--- src/rtl/adc_pkg.sv ---
// adc_pkg: definitions shared by the fast-ADC front-end blocks.
// It holds the default frame word, the aligner state encoding, the number of
// fast ADCs on the board, and a helper that sizes counters from their maximum value.
package adc_pkg;

    localparam int         NUM_FAST_ADC          = 5;
    localparam logic [7:0] FRAME_PATTERN_DEFAULT = 8'hF0;

    typedef enum logic [2:0] {
        SETTLE,
        CHECK,
        SLIP,
        LOCKED,
        FAIL
    } fa_state_t;

    // Returns the number of bits needed to hold values 0..max_value (at least 1).
    function automatic int cnt_width(input int max_value);
        return (max_value < 1) ? 1 : $clog2(max_value + 1);
    endfunction

endpackage

--- src/rtl/fa_sat_cnt.sv ---
// fa_sat_cnt: clearable up-counter that holds at all-ones instead of wrapping.
// The frame aligner uses it for the locked-state error count and for its
// match and loss run counters.
module fa_sat_cnt
#(
    parameter int WIDTH = 16
) (
    input  logic             clk,
    input  logic             rst,
    input  logic             clr,
    input  logic             inc,
    output logic [WIDTH-1:0] count
);

    // Clear wins over increment; once the count reaches all-ones it stays there.
    always_ff @(posedge clk) begin
        if (rst || clr) begin
            count <= '0;
        end else if (inc && (count != '1)) begin
            count <= count + WIDTH'(1);
        end
    end

endmodule

--- src/rtl/adc_frame_align.sv ---
// adc_frame_align: per-ADC frame-word aligner sitting in front of the frame monitor.
// It pulses the deserializer bitslip until the registered frame word equals
// FRAME_PATTERN, declares lock after LOCK_CONFIRM consecutive matches, and
// forwards the registered word on FR_o. One instance per fast ADC.
// Optional feature: define AUTO_REALIGN_EN to drop lock and realign automatically
// after LOSS_THRESH consecutive mismatches while locked. Without it, only realign
// or rst leave the locked state and the loss run counter is not built.
module adc_frame_align
    import adc_pkg::*;
#(
    parameter logic [7:0] FRAME_PATTERN = FRAME_PATTERN_DEFAULT,
    parameter int         SLIP_WAIT     = 4,
    parameter int         LOCK_CONFIRM  = 16,
    parameter int         MAX_SLIPS     = 16,
    parameter int         LOSS_THRESH   = 8
) (
    input  logic        clk,
    input  logic        rst,
    input  logic [7:0]  FR,
    input  logic        realign,
    output logic        bitslip,
    output logic [7:0]  FR_o,
    output logic        locked,
    output logic        fail,
    output logic [15:0] err_cnt
);

    localparam int WAIT_W  = cnt_width(SLIP_WAIT);
    localparam int MATCH_W = cnt_width(LOCK_CONFIRM);
    localparam int SLIP_W  = cnt_width(MAX_SLIPS);

    fa_state_t          state;
    fa_state_t          next_state;
    logic [7:0]         fr_q;
    logic               frame_match;
    logic [WAIT_W-1:0]  wait_cnt;
    logic [SLIP_W-1:0]  slip_cnt;
    logic [MATCH_W-1:0] match_cnt;
    logic               match_clr;
    logic               match_inc;
    logic               locked_miss;
    logic               loss_hit;

    // Every decision is made on the registered word, so FR_o and the compare see the same value.
    assign frame_match = (fr_q == FRAME_PATTERN);
    assign FR_o        = fr_q;

    // The outputs are decoded straight from the state register, so they are glitch-free
    // and a bitslip already in progress completes even if realign arrives in that cycle.
    assign bitslip = (state == SLIP);
    assign locked  = (state == LOCKED);
    assign fail    = (state == FAIL);

    // The match run only grows while comparing; leaving CHECK or a realign restarts it.
    assign match_clr   = realign || (state != CHECK);
    assign match_inc   = (state == CHECK) && frame_match;
    assign locked_miss = (state == LOCKED) && !frame_match;

    fa_sat_cnt #(
        .WIDTH (MATCH_W)
    ) u_match_cnt (
        .clk   (clk),
        .rst   (rst),
        .clr   (match_clr),
        .inc   (match_inc),
        .count (match_cnt)
    );

    // The error count survives realign on purpose so the monitor can see link history;
    // only rst clears it.
    fa_sat_cnt #(
        .WIDTH (16)
    ) u_err_cnt (
        .clk   (clk),
        .rst   (rst),
        .clr   (1'b0),
        .inc   (locked_miss),
        .count (err_cnt)
    );

`ifdef AUTO_REALIGN_EN
    localparam int LOSS_W = cnt_width(LOSS_THRESH);

    logic [LOSS_W-1:0] loss_cnt;
    logic              loss_clr;

    // Any match, leaving LOCKED, or a realign breaks the run of consecutive mismatches.
    assign loss_clr = realign || !locked_miss;
    assign loss_hit = locked_miss && (loss_cnt == LOSS_W'(LOSS_THRESH - 1));

    fa_sat_cnt #(
        .WIDTH (LOSS_W)
    ) u_loss_cnt (
        .clk   (clk),
        .rst   (rst),
        .clr   (loss_clr),
        .inc   (locked_miss),
        .count (loss_cnt)
    );
`else
    assign loss_hit = 1'b0;
`endif

    // State register plus the input word register that all compares use.
    always_ff @(posedge clk) begin
        if (rst) begin
            state <= SETTLE;
            fr_q  <= '0;
        end else begin
            state <= next_state;
            fr_q  <= FR;
        end
    end

    // Settle timer restarts on every entry to SETTLE; the slip budget restarts on realign or loss.
    always_ff @(posedge clk) begin
        if (rst) begin
            wait_cnt <= '0;
            slip_cnt <= '0;
        end else begin
            if ((state == SETTLE) && (next_state == SETTLE) && !realign) begin
                wait_cnt <= wait_cnt + WAIT_W'(1);
            end else begin
                wait_cnt <= '0;
            end

            if (realign || loss_hit) begin
                slip_cnt <= '0;
            end else if (state == SLIP) begin
                slip_cnt <= slip_cnt + SLIP_W'(1);
            end
        end
    end

    // Next-state logic. SETTLE lasts SLIP_WAIT+1 cycles so the compare never sees a word
    // that was still in the input register when the deserializer slipped. realign overrides all.
    always_comb begin
        next_state = state;
        case (state)
            SETTLE: begin
                if (wait_cnt == WAIT_W'(SLIP_WAIT)) begin
                    next_state = CHECK;
                end
            end
            CHECK: begin
                if (frame_match) begin
                    if (match_cnt == MATCH_W'(LOCK_CONFIRM - 1)) begin
                        next_state = LOCKED;
                    end
                end else if (slip_cnt == SLIP_W'(MAX_SLIPS)) begin
                    next_state = FAIL;
                end else begin
                    next_state = SLIP;
                end
            end
            SLIP: begin
                next_state = SETTLE;
            end
            LOCKED: begin
                if (loss_hit) begin
                    next_state = SETTLE;
                end
            end
            FAIL: begin
                next_state = FAIL;
            end
            default: begin
                next_state = SETTLE;
            end
        endcase
        if (realign) begin
            next_state = SETTLE;
        end
    end

endmodule

--- config.mk ---
export PLATFORM = sky130hd
export DESIGN_NAME = adc_frame_align
export DESIGN_NICKNAME = d
export VERILOG_FILES = /design/src/rtl/adc_pkg.sv /design/src/rtl/fa_sat_cnt.sv /design/src/rtl/adc_frame_align.sv
export SDC_FILE = /design/constraint.sdc
export NUM_CORES = 1
export LEC_CHECK = 0
export ABC_AREA = 0
export CAP_MARGIN = 15
export CELL_PAD_IN_SITES_DETAIL_PLACEMENT = 1
export CELL_PAD_IN_SITES_GLOBAL_PLACEMENT = 2
export CORE_UTILIZATION = 32
export CTS_CLUSTER_DIAMETER = 80
export CTS_CLUSTER_SIZE = 14
export DETAILED_ROUTE_END_ITERATION = 7
export PLACE_DENSITY = 0.75
export SLEW_MARGIN = 20
export SYNTH_ARGS = -nofsm -noshare
export SYNTH_HDL_FRONTEND = slang
export SYNTH_SLANG_ARGS = --single-unit
--- constraint.sdc ---
create_clock -name clk -period 2.9 [get_ports clk]
set_clock_uncertainty 0.1 [all_clocks]
set_input_delay 0.435 -clock clk [delete_from_list [all_inputs] [get_ports clk]]
set_output_delay 0.435 -clock clk [all_outputs]
set_load 0.01 [all_outputs]
==> qor.txt, run 1 <==
post-synth design cell area = 2019 um2
crit path capture type = primary output
Diodes inserted = 0
CTS clk-pin slew, worst paths = 0.08 ns
post-DR vias/cell = 5.206
setup slack on the worst flop-to-flop path = 0.74 ns
Post-synth ARST share = 0%
TritonCTS Buffers = 5
layout cells sized above 1 = 13.28%
top-level I/O count = 38
Util after Layout = 42.44%
net load switching power = 0.2293 mW
syn_nets = 223
Multi-input gate area = 1092 um2
Worst-Skew Late Latency = 0.30 ns
sw frac = 19.90%
Setup Fix Bufs, Post-CTS = 0
Reg-to-Reg Start = u_match_cnt.count[0]
synth top area cells = dfxtp_1 (40%), ha_1 (5.0%), o31ai_1 (4.1%)
maximum vdd ir drop = 0.0001837 V
r2r worst-path depth = 7
CP startpoint kind = register
Setup violations, final = 0
min Tclk post-route = 2.375 ns
H-Tree Depth = 2
Pwr Density = 453.3 nW/um2
flops & latches, synth = 40
max_slew headroom = 58.23%
top cells by count, synth = dfxtp_1 (40), nor2_1 (18), o31ai_1 (11), or4_1 (11), a21oi_1 (10)
Worst Setup SP = state[1]
worst min path class = register to register
Initial Utilization = 33.71%
worst slack at placement = 0.6660 ns
largest net degree at the start of global routing = 25
Register Area = 800.8 um2
Core Area = 5991 um2
maxcap violations = 0
Clk pwr share = 46.7%
hold_buf cts = 0
WL/cell = 14.48 um
Die ar. = 6632 um2
die height = 81.44 um
part of the cycle the worst path needs = 81.88%
CP Class = register to primary output
Avg Cell Area, Syn = 9.899 um2
total grt overflow = 0
dominant synthesized flop cell = dfxtp_1
Synthesis Warnings = 0
Post-synth EDFFs = 0
gr usage total = 15.56%
Max Transition Viols Final = 0
Die Width = 81.44 um
Leakage Power = 0.8350 nW
count leader, synth = dfxtp_1
Finished Cell Area = 2542 um2
root buffer cell = clkbuf_8
FILL cells = 693
CTS tree = built
pin slew with the least headroom to its limit = 0.6265 ns
routability cong. = 0.6988
final WL = 4576 um
crit path to = bitslip
status = finished clean
DP HPWL = 3365 um
row cnt = 28
clk sinks = 40
critical path peak fanout = 8
PortBufs = 37
top cell type's share of synthesized area = 39.65%
R2R Path End = u_match_cnt.count[1]
# DRC = 0
Req. time, crit path = 2.37 ns
part of the power in registers = 48.6%
maximum clock insertion buffer count = 2
TNS Setup = 0 ns
# nets final = 260
Synth area leader = dfxtp_1
Pre-Repair DR Iteration Count = 4
Hold Startpoint = wait_cnt[0]
sequential fraction of the synthesis area = 39.65%
unrepaired setup endpoints after global routing = false
smallest setup slack after layout = 0.5254 ns
vias in the first global route = 1655
max frequency = 421.1 MHz
Data arrival, critical path = 1.84 ns
combinational share of power = 4.7%
Synth Instances = 204
P&R area growth vs syn = 25.90%
Post-CTS Resized = 0
ANT nets after route = 0
antenna violations before repair = 0
Post-DP Area = 2414 um2
Distinct cells, synth = 51
first-pass GRT wire length = 7817 um
final hold vios = 0
vias post-DR = 1645
Iter 0 DRT Violations = 35
Internal = 0.9232 mW
## how the worst min path moves through the flow
stage | end | slack (ns) | depth (start not counted)
6_report | wait_cnt[0] | 0.36 | 1
5_1_grt | wait_cnt[0] | 0.37 | 1
4_1_cts | wait_cnt[0] | 0.36 | 1
3_5_place_dp | wait_cnt[0] | 0.35 | 1
3_3_place_gp | wait_cnt[0] | 0.33 | 1
2_1_floorplan | wait_cnt[0] | 0.32 | 1
## cell families after synthesis
group,Yosys count,share of synthesized area [%]
adder cells (fa/ha/maj),8,4.957
AND/OR/NAND/NOR,85,28.25
flip-flops,40,39.65
AO/OA/AOI/OAI,43,16.91
buffers and inverters,19,6.257
multiplexers,1,0.4957
XOR/XNOR,8,3.470
## per-stage QoR
stage / hold slack, ns / total power [mW] / cells
2_1_floorplan: 0.3173 / 0.5991 / 204
3_3_place_gp: 0.3283 / 0.6288 / 309
3_5_place_dp: 0.3470 / 0.6295 / 309
4_1_cts: 0.3635 / 1.172 / 316
5_1_grt: 0.3677 / 1.196 / 316
6_report: 0.3570 / 1.153 / 316
## area by class of cell
cell class	instances	area share, %
clock inverters	2	2.362
multi-input cells	145	42.96
inverters	9	1.329
clock buffers	5	2.707
well taps	75	3.691
repair buffers	40	15.45
flip-flops and latches	40	31.50
## routing by layer
layer | track usage [%] | part of all wire, %
met2 | 25.33 | 48
met1 | 19.89 | 48
met4 | 4.821 | 1.1
met5 | 0 | 0
met3 | 4.222 | 3.5
## worst max-delay path, stage by stage, from the launching register on
cell             delay (ns)
dfxtp_1                0.47
nor3b_2                0.45
clkdlybuf4s50_1        0.63
## power groups by stage
stage	registers (mW)	logic (mW)	clock network, mW
after floorplan	0.576	0.0233	0
after global placement	0.574	0.0550	0
after detailed placement	0.574	0.0556	0
after CTS	0.561	0.0558	0.555
after global routing	0.562	0.0595	0.574
final	0.561	0.0540	0.538
## sequential cells by signal, summed over array words and instances, names as in the netlist
register,count
u_err_cnt.count,16
slip_cnt,5
state,3
FR_o,8
wait_cnt,3
u_match_cnt.count,5
## cells in the final DEF (no fill, tap or decap), types with 2 or more instances in the layout
cell type,n
dfxtp_1,40
clkdlybuf4s50_1,37
nor2_1,18
or4_1,11
o31ai_1,11
a21oi_1,10
inv_1,9
nand3_1,8
nor2b_1,8
ha_1,8
a21oi_2,7
nand4_1,6
xnor2_1,5
clkbuf_8,5
o21ai_1,4
nand2_1,4
or3_1,3
xor2_1,3
buf_4,3
and2_1,2
and3_1,2
nand4_2,2
nor4_2,2
a211oi_1,2
and4_1,2
o211ai_4,2
nor3_1,2
bufinv_16,2
Note: power is estimated with default switching activity, not from simulation.
==> run 2, diff against run 1 <==
CORE_UTILIZATION = 29   (was 32)
PLACE_DENSITY = 0.71   (was 0.75)
clock period = 2 ns   (was 2.9 ns; I/O delays follow)
==> run 2 against run 1 <==
Effect of this change:
- the run now ends with setup timing left
- clock-buffer cell count is the same
- utilization down 3.1 points
- worst setup slack lost 0.60 ns
- via count rose by 3.5%
- critical path depth grew 5
- global-route usage shrank 1.3 points
- cell area grew 4.7%
- hold slack gained 0.017 ns
- wire length up 5.1%
- non-clock buffer count up 15
==> qor.txt, run 2 (same netlist as run 1, synthesis figures left out) <==
pin slew with the least headroom to its limit = 0.4199 ns (-0.2066 ns)
CTS tree = built
final hold vios = 0 (unchanged)
maxcap violations = 0 (unchanged)
critical path peak fanout = 4 (-4)
PortBufs = 37 (unchanged)
Crit-path slowest cell = or4b_4
gr usage total = 14.30% (-1.3 points)
antenna violations before repair = 0 (unchanged)
vias post-DR = 1703 (+3.5%)
unrepaired setup endpoints after global routing = true
min Tclk post-route = 2.072 ns
Finished Cell Area = 2661 um2 (+4.7%)
Most common cell on crit path = ha_4
failing checks = setup timing
Worst path max stage delay = 0.52 ns (-0.11 ns)
Worst-Skew Late Latency = 0.29 ns (about the same)
Leakage Power = 0.9268 nW (+11%)
most frequent cells in the layout = dfxtp_1 (38), clkdlybuf4s50_1 (35), buf_4 (18), nor2_1 (17)
die height = 85.45 um (+4.9%)
CP Class = register to register
R2R Path End = u_match_cnt.count[1]
Core Area = 6756 um2 (+13%)
Util after Layout = 39.39% (-3.1 points)
sw frac = 24.01% (+4.1 points)
metal1 wirelength = 2386 um (+9.2%)
Post-DP Area = 2517 um2 (+4.3%)
total grt overflow = 0 (unchanged)
critical-path cell list = ha_4 -> and3_4 -> ha_4 -> or4b_4 -> nor3_4 -> mux2i_1 -> nor2_1
Diodes inserted = 0 (unchanged)
clk sinks = 40 (unchanged)
Req. time, crit path = 2.08 ns (-0.29 ns)
FILL cells = 787 (+14%)
WL/cell = 14.27 um (-1.4%)
root buffer cell = clkbuf_8
worst min path class = register to register
crit path to = u_match_cnt.count[1]
layout cells sized above 1 = 21.40% (+8.1 points)
largest net degree at the start of global routing = 25 (unchanged)
Max Transition Viols Final = 0 (unchanged)
Pre-Repair DR Iteration Count = 4 (unchanged)
worst slack at placement = -0.1052 ns (-0.7711 ns)
Iter 0 DRT Violations = 33 (-5.7%)
top-level I/O count = 38 (unchanged)
Tot Pwr = 1.440 mW (+25%)
Clk pwr share = 37.7% (-9.0 points)
P&R area growth vs syn = 31.78%
cell family with most CP delay = simple AND/OR/NAND/NOR gates
row cnt = 30 (+7.1%)
first-pass GRT wire length = 8183 um (+4.7%)
cell depth of the worst setup path = 7 (+5)
part of the cycle the worst path needs = 103.6%
maximum vdd ir drop = 0.0002591 V (+41%)
net load switching power = 0.3458 mW (+51%)
vias in the first global route = 1746 (+5.5%)
# DRC = 0 (unchanged)
Data arrival, critical path = 2.15 ns (+0.31 ns)
hold_buf cts = 0 (unchanged)
CP startpoint kind = register
smallest setup slack after layout = -0.07180 ns (-0.5972 ns)
max_slew headroom = 71.93% (+14 points)
TritonCTS Buffers = 5 (unchanged)
routability cong. = 0.7091 (+1.5%)
# nets final = 275 (+5.8%)
CTS clk-pin slew, worst paths = 0.09 ns (about the same)
routed length on met2 = 2218 um (+1.7%)
ANT nets after route = 0 (unchanged)
combinational share of power = 5.8% (+1.1 points)
crit path capture type = register
DP HPWL = 3484 um (+3.5%)
final WL = 4810 um (+5.1%)
Pwr Density = 541.2 nW/um2 (+19%)
Reg-to-Reg Start = u_match_cnt.count[0]
status = finished, violations left
Worst Setup SP = u_match_cnt.count[0]
max frequency = 482.7 MHz
Die ar. = 7302 um2 (+10%)
Critical path buffers and inverters = 0 (-1)
Top Layer Used = met4
Internal = 1.094 mW (+19%)
maximum clock insertion buffer count = 2 (unchanged)
WL met3 = 156 um (-2.5%)
Multi-input gate area = 1126 um2 (+3.1%)
post-DR vias/cell = 5.053 (-2.9%)
part of the power in registers = 56.5% (+7.9 points)
Initial Utilization = 29.89% (-3.8 points)
Die Width = 85.45 um (+4.9%)
number of flip-flops in the largest register = 16 (unchanged)
H-Tree Depth = 2 (unchanged)
Biggest register = u_err_cnt.count
Setup violations, final = 3 (+3)
r2r worst-path depth = 7 (unchanged)
setup slack on the worst flop-to-flop path = -0.07 ns (-0.81 ns)
Register Area = 803.3 um2 (+0.31%)
commonest non-fill, non-tap cell in the layout = dfxtp_1
## run 2: changes by cell type in the layout (fill, tap and decap cells not counted), sizes merged
cell           change
buf               +15
clkinv             +3
clkdlybuf4s50      -2
bufinv             -2
dlymetal6s2s       +2
## run 2: final cells by class
cell class	count	area share, %
multi-input combinational	145	42.31
inverter	9	1.269
timing repair buffer	55	19.18
tap	80	3.761
sequential	40	30.18
clock inverter	3	0.7052
clock buffer	5	2.586
## run 2: what timing repair did
action,4_1_cts,5_1_grt
buffers inserted,1,1
endpoints found under the hold margin,0,0
resized for setup,9,2
pin swaps,1,3
setup endpoints to repair,7,8
## run 2: power groups by stage
stage,combinational (mW),sequential [mW],clock (mW)
after floorplan,0.0338,0.835,0
after global placement,0.0842,0.832,0
after detailed placement,0.0854,0.833,0
after CTS,0.0856,0.814,0.574
after global routing,0.0907,0.815,0.611
final,0.0832,0.814,0.544
## run 2: worst min path at each step
stage                startpoint          end  depth (start not counted)
finish              wait_cnt[0]  wait_cnt[0]                          1
global route        wait_cnt[0]  wait_cnt[0]                          1
CTS                 wait_cnt[0]  wait_cnt[0]                          1
detailed placement  wait_cnt[0]  wait_cnt[0]                          1
global placement    wait_cnt[0]  wait_cnt[0]                          1
floorplan                   rst      FR_o[0]                          1
## run 2: worst reg2reg max path: stages (launching register included)
cell     delay, ns
dfxtp_2       0.35
ha_4          0.16
and3_4        0.19
ha_4          0.15
or4b_4        0.52
nor3_4        0.22
mux2i_1       0.23
nor2_1        0.05
## run 2: through the flow
step	hold slack [ns]	TNS [ns]	instances
floorplan	0.2716	-0.06375	204
global placement	0.3334	-0.1610	327
detailed placement	0.3671	-0.3210	327
CTS	0.3819	-0.03278	336
global route	0.4148	-0.3519	337
finish	0.3740	-0.1463	337
## run 2: layer usage
metal	global-route usage [%]	vias up
met5	0	-
met4	4.848	0
met3	3.891	4
met2	23.35	25
met1	18.18	819
li1	-	855
==> run 3, diff against run 2 <==
CELL_PAD_IN_SITES_DETAIL_PLACEMENT = default   (was 1)
CELL_PAD_IN_SITES_GLOBAL_PLACEMENT = default   (was 2)
CORE_UTILIZATION = 35   (was 29)
PLACE_DENSITY = 0.56   (was 0.71)
SKIP_CTS_REPAIR_TIMING = 1   (was default)
SYNTH_HIERARCHICAL = 1   (was default)
==> run 3 against run 2 <==
Effect of this change:
- hold slack worse by 0.022 ns
- combinational power down 4.1%
- highest routed layer unchanged
- clock power grew 2%
- worst setup slack gained 0.14 ns
- maximum frequency rose by 7.1%
- register-to-register slack improved by 0.14 ns
- largest cell class unchanged
- die area shrank 21%
- the flow now finishes without violations
- sequential power about the same
- area after synthesis shrank 5.5%
==> qor.txt, run 3 <==
status = finished clean
post-route insts no fill = 340 (+0.89%)
commonest non-fill, non-tap cell in the layout = dfxtp_1
Pre-Repair DR Iteration Count = 4 (unchanged)
Placed Cells incl. Taps = 330 (+0.92%)
Iter 0 DRT Violations = 44 (+33%)
max frequency = 517.0 MHz (+7.1%)
routability cong. = 0.7441 (+4.9%)
Worst Hold Path EP = wait_cnt[0]
Hold Startpoint = wait_cnt[0]
first-pass GRT wire length = 7196 um (-12%)
r2r worst-path depth = 6 (-1)
part of the power in registers = 56.1% (-0.4 points)
Post-synth ARST share = 0% (unchanged)
Max Transition Viols Final = 0 (unchanged)
part of the cycle the worst path needs = 96.72% (-6.9 points)
Req. time, crit path = 2.13 ns (+0.05 ns)
top-level I/O count = 38 (unchanged)
critical path peak fanout = 5 (+1)
Post-synth EDFFs = 0 (unchanged)
clk sinks = 40 (unchanged)
FILL cells = 499 (-37%)
Multi-input gate area = 1101 um2 (-2.2%)
root buffer cell = clkbuf_8
CTS tree = built
Die ar. = 5755 um2 (-21%)
maxcap violations = 0 (unchanged)
dominant synthesized flop cell = dfxtp_1
Biggest register = u_err_cnt/count
# DRC = 0 (unchanged)
total grt overflow = 0 (unchanged)
flops & latches, synth = 40 (unchanged)
synth top area cells = dfxtp_1 (42%), ha_1 (4.6%), a21oi_1 (4.2%)
Worst-Skew Late Latency = 0.29 ns (about the same)
Data arrival, critical path = 2.06 ns (-0.09 ns)
smallest setup slack after layout = 0.06566 ns (+0.1375 ns)
TNS Setup = 0 ns (+0.1463 ns)
net load switching power = 0.3209 mW (-7.2%)
largest net degree at the start of global routing = 13 (-48%)
CP startpoint kind = register
H-Tree Depth = 2 (unchanged)
Reg-to-Reg Start = FR_o[1]
die height = 75.86 um (-11%)
P&R area growth vs syn = 38.34%
unrepaired setup endpoints after global routing = true
min Tclk post-route = 1.934 ns (-0.1374 ns)
Setup violations, final = 0 (-3)
most frequent cells in the layout = dfxtp_1 (36), clkdlybuf4s50_1 (34), buf_4 (19), nor2_1 (16), nand2_1 (16)
layout cells sized above 1 = 20.00% (-1.4 points)
final hold vios = 0 (unchanged)
DP HPWL = 3202 um (-8.1%)
combinational share of power = 5.5% (-0.3 points)
maximum vdd ir drop = 0.0003026 V (+17%)
PortBufs = 37 (unchanged)
ANT nets after route = 0 (unchanged)
Leakage Power = 1.018 nW (+9.8%)
Finished Cell Area = 2641 um2 (-0.75%)
Internal = 1.128 mW (+3.1%)
crit path capture type = register
vias post-DR = 1712 (+0.53%)
Synth Instances = 210 (+2.9%)
TritonCTS Buffers = 5 (unchanged)
CP Class = register to register
post-DR vias/cell = 5.035 (-0.36%)
antenna violations before repair = 0 (unchanged)
Clk pwr share = 38.4% (+0.7 points)
Synth area leader = dfxtp_1
final WL = 4310 um (-10%)
count leader, synth = dfxtp_1
maximum clock insertion buffer count = 2 (unchanged)
gr usage total = 16.61% (+2.3 points)
sequential fraction of the synthesis area = 41.94% (+2.3 points)
worst min path class = register to register
Core Area = 5172 um2 (-23%)
hold path depth = 1 (unchanged)
Pwr Density = 548.7 nW/um2 (+1.4%)
post-synth design cell area = 1909 um2 (-5.5%)
sw frac = 22.14% (-1.9 points)
Synthesis Warnings = 6 (+6)
Die Width = 75.86 um (-11%)
Register Area = 805.8 um2 (+0.31%)
vias in the first global route = 1580 (-9.5%)
Avg Cell Area, Syn = 9.092 um2 (-8.2%)
setup slack on the worst flop-to-flop path = 0.07 ns (+0.14 ns)
Util after Layout = 51.06% (+12 points)
critical-path cell list = or4_4 -> nor4_4 -> buf_4 -> nand2b_4 -> or3_4 -> a21oi_2
row cnt = 26 (-13%)
Hold Slack = 0.3517 ns (-0.02230 ns)
number of flip-flops in the largest register = 16 (unchanged)
# nets final = 287 (+4.4%)
top cells by count, synth = dfxtp_1 (40), nor2_1 (17), a21oi_1 (16), nand2_1 (16)
Initial Utilization = 36.91% (+7.0 points)
Post-DP Area = 2482 um2 (-1.4%)
top cell type's share of synthesized area = 41.94% (+2.3 points)
Diodes inserted = 0 (unchanged)
worst slack at placement = -0.01743 ns (+0.08773 ns)
Crit-path slowest cell = or4_4
Worst path max stage delay = 0.58 ns (+0.06 ns)
Tot Pwr = 1.449 mW (+0.63%)
R2R Path End = u_match_cnt/count[3]
Distinct cells, synth = 49 (-3.9%)
CTS clk-pin slew, worst paths = 0.08 ns (about the same)
WL/cell = 12.68 um (-11%)
[run 3: cell types whose count changed in the layout (fill, tap and decap cells not counted), sizes merged, moves of 2 or more]
| cell | change |
|---|---|
| or3 | +4 |
| o31ai | -8 |
| a41o | +4 |
| conb | +2 |
| or4 | -6 |
| or2 | +2 |
| nand2b | +2 |
| nand2 | +12 |
| or4b | -2 |
| a31oi | +3 |
[run 3: logic make-up after synthesis]
| kind of cell | synth area share [%] |
|---|---|
| compound gates | 14.74 |
| fa+ha+maj | 4.587 |
| flops | 41.94 |
| simple gates | 32.11 |
| xor+xnor | 3.211 |
| buf+inv | 3.211 |
| other cells | 0.1964 |
[run 3: worst max-delay path by stage]
stage              from                    to  slack [ns]  cells after the start
6_report        FR_o[1]  u_match_cnt/count[3]        0.07                      6
5_1_grt         FR_o[1]  u_match_cnt/count[3]       -0.04                      6
4_1_cts        state[1]               bitslip       -0.16                      3
3_5_place_dp   state[0]   u_err_cnt/count[10]       -0.02                      6
3_3_place_gp   state[0]   u_err_cnt/count[14]        0.11                      6
2_1_floorplan  state[2]   u_err_cnt/count[14]        0.04                      6
[run 3: layout make-up]
type	instances	share of cell area, %
sequential	40	30.51
multi-input combinational	157	41.69
clock inverter	2	0.3790
clock buffer	6	3.126
timing repair buffer	56	19.71
tap	70	3.316
inverter	9	1.279
[run 3: layer usage]
layer / wire length (um) / GRT usage, % / up-vias
li1: - / - / 880
met1: 2008 / 19.26 / 805
met2: 2081 / 30.09 / 22
met3: 164 / 3.571 / 5
met4: 56 / 5.556 / 0
met5: 0 / 0 / -
[run 3: power groups by stage]
stage	clock [mW]	combinational, mW	sequential (mW)
finish	0.557	0.0798	0.812
global route	0.609	0.0880	0.814
CTS	0.584	0.0798	0.812
detailed placement	0	0.0797	0.831
global placement	0	0.0800	0.830
floorplan	0	0.0256	0.834
[run 3: critical path, delay by kind of cell, from the launching register on]
family          cells  cell delay [ns]
buf+inv             1             0.17
simple gates        4             1.15
compound gates      1             0.14
flops               1             0.32
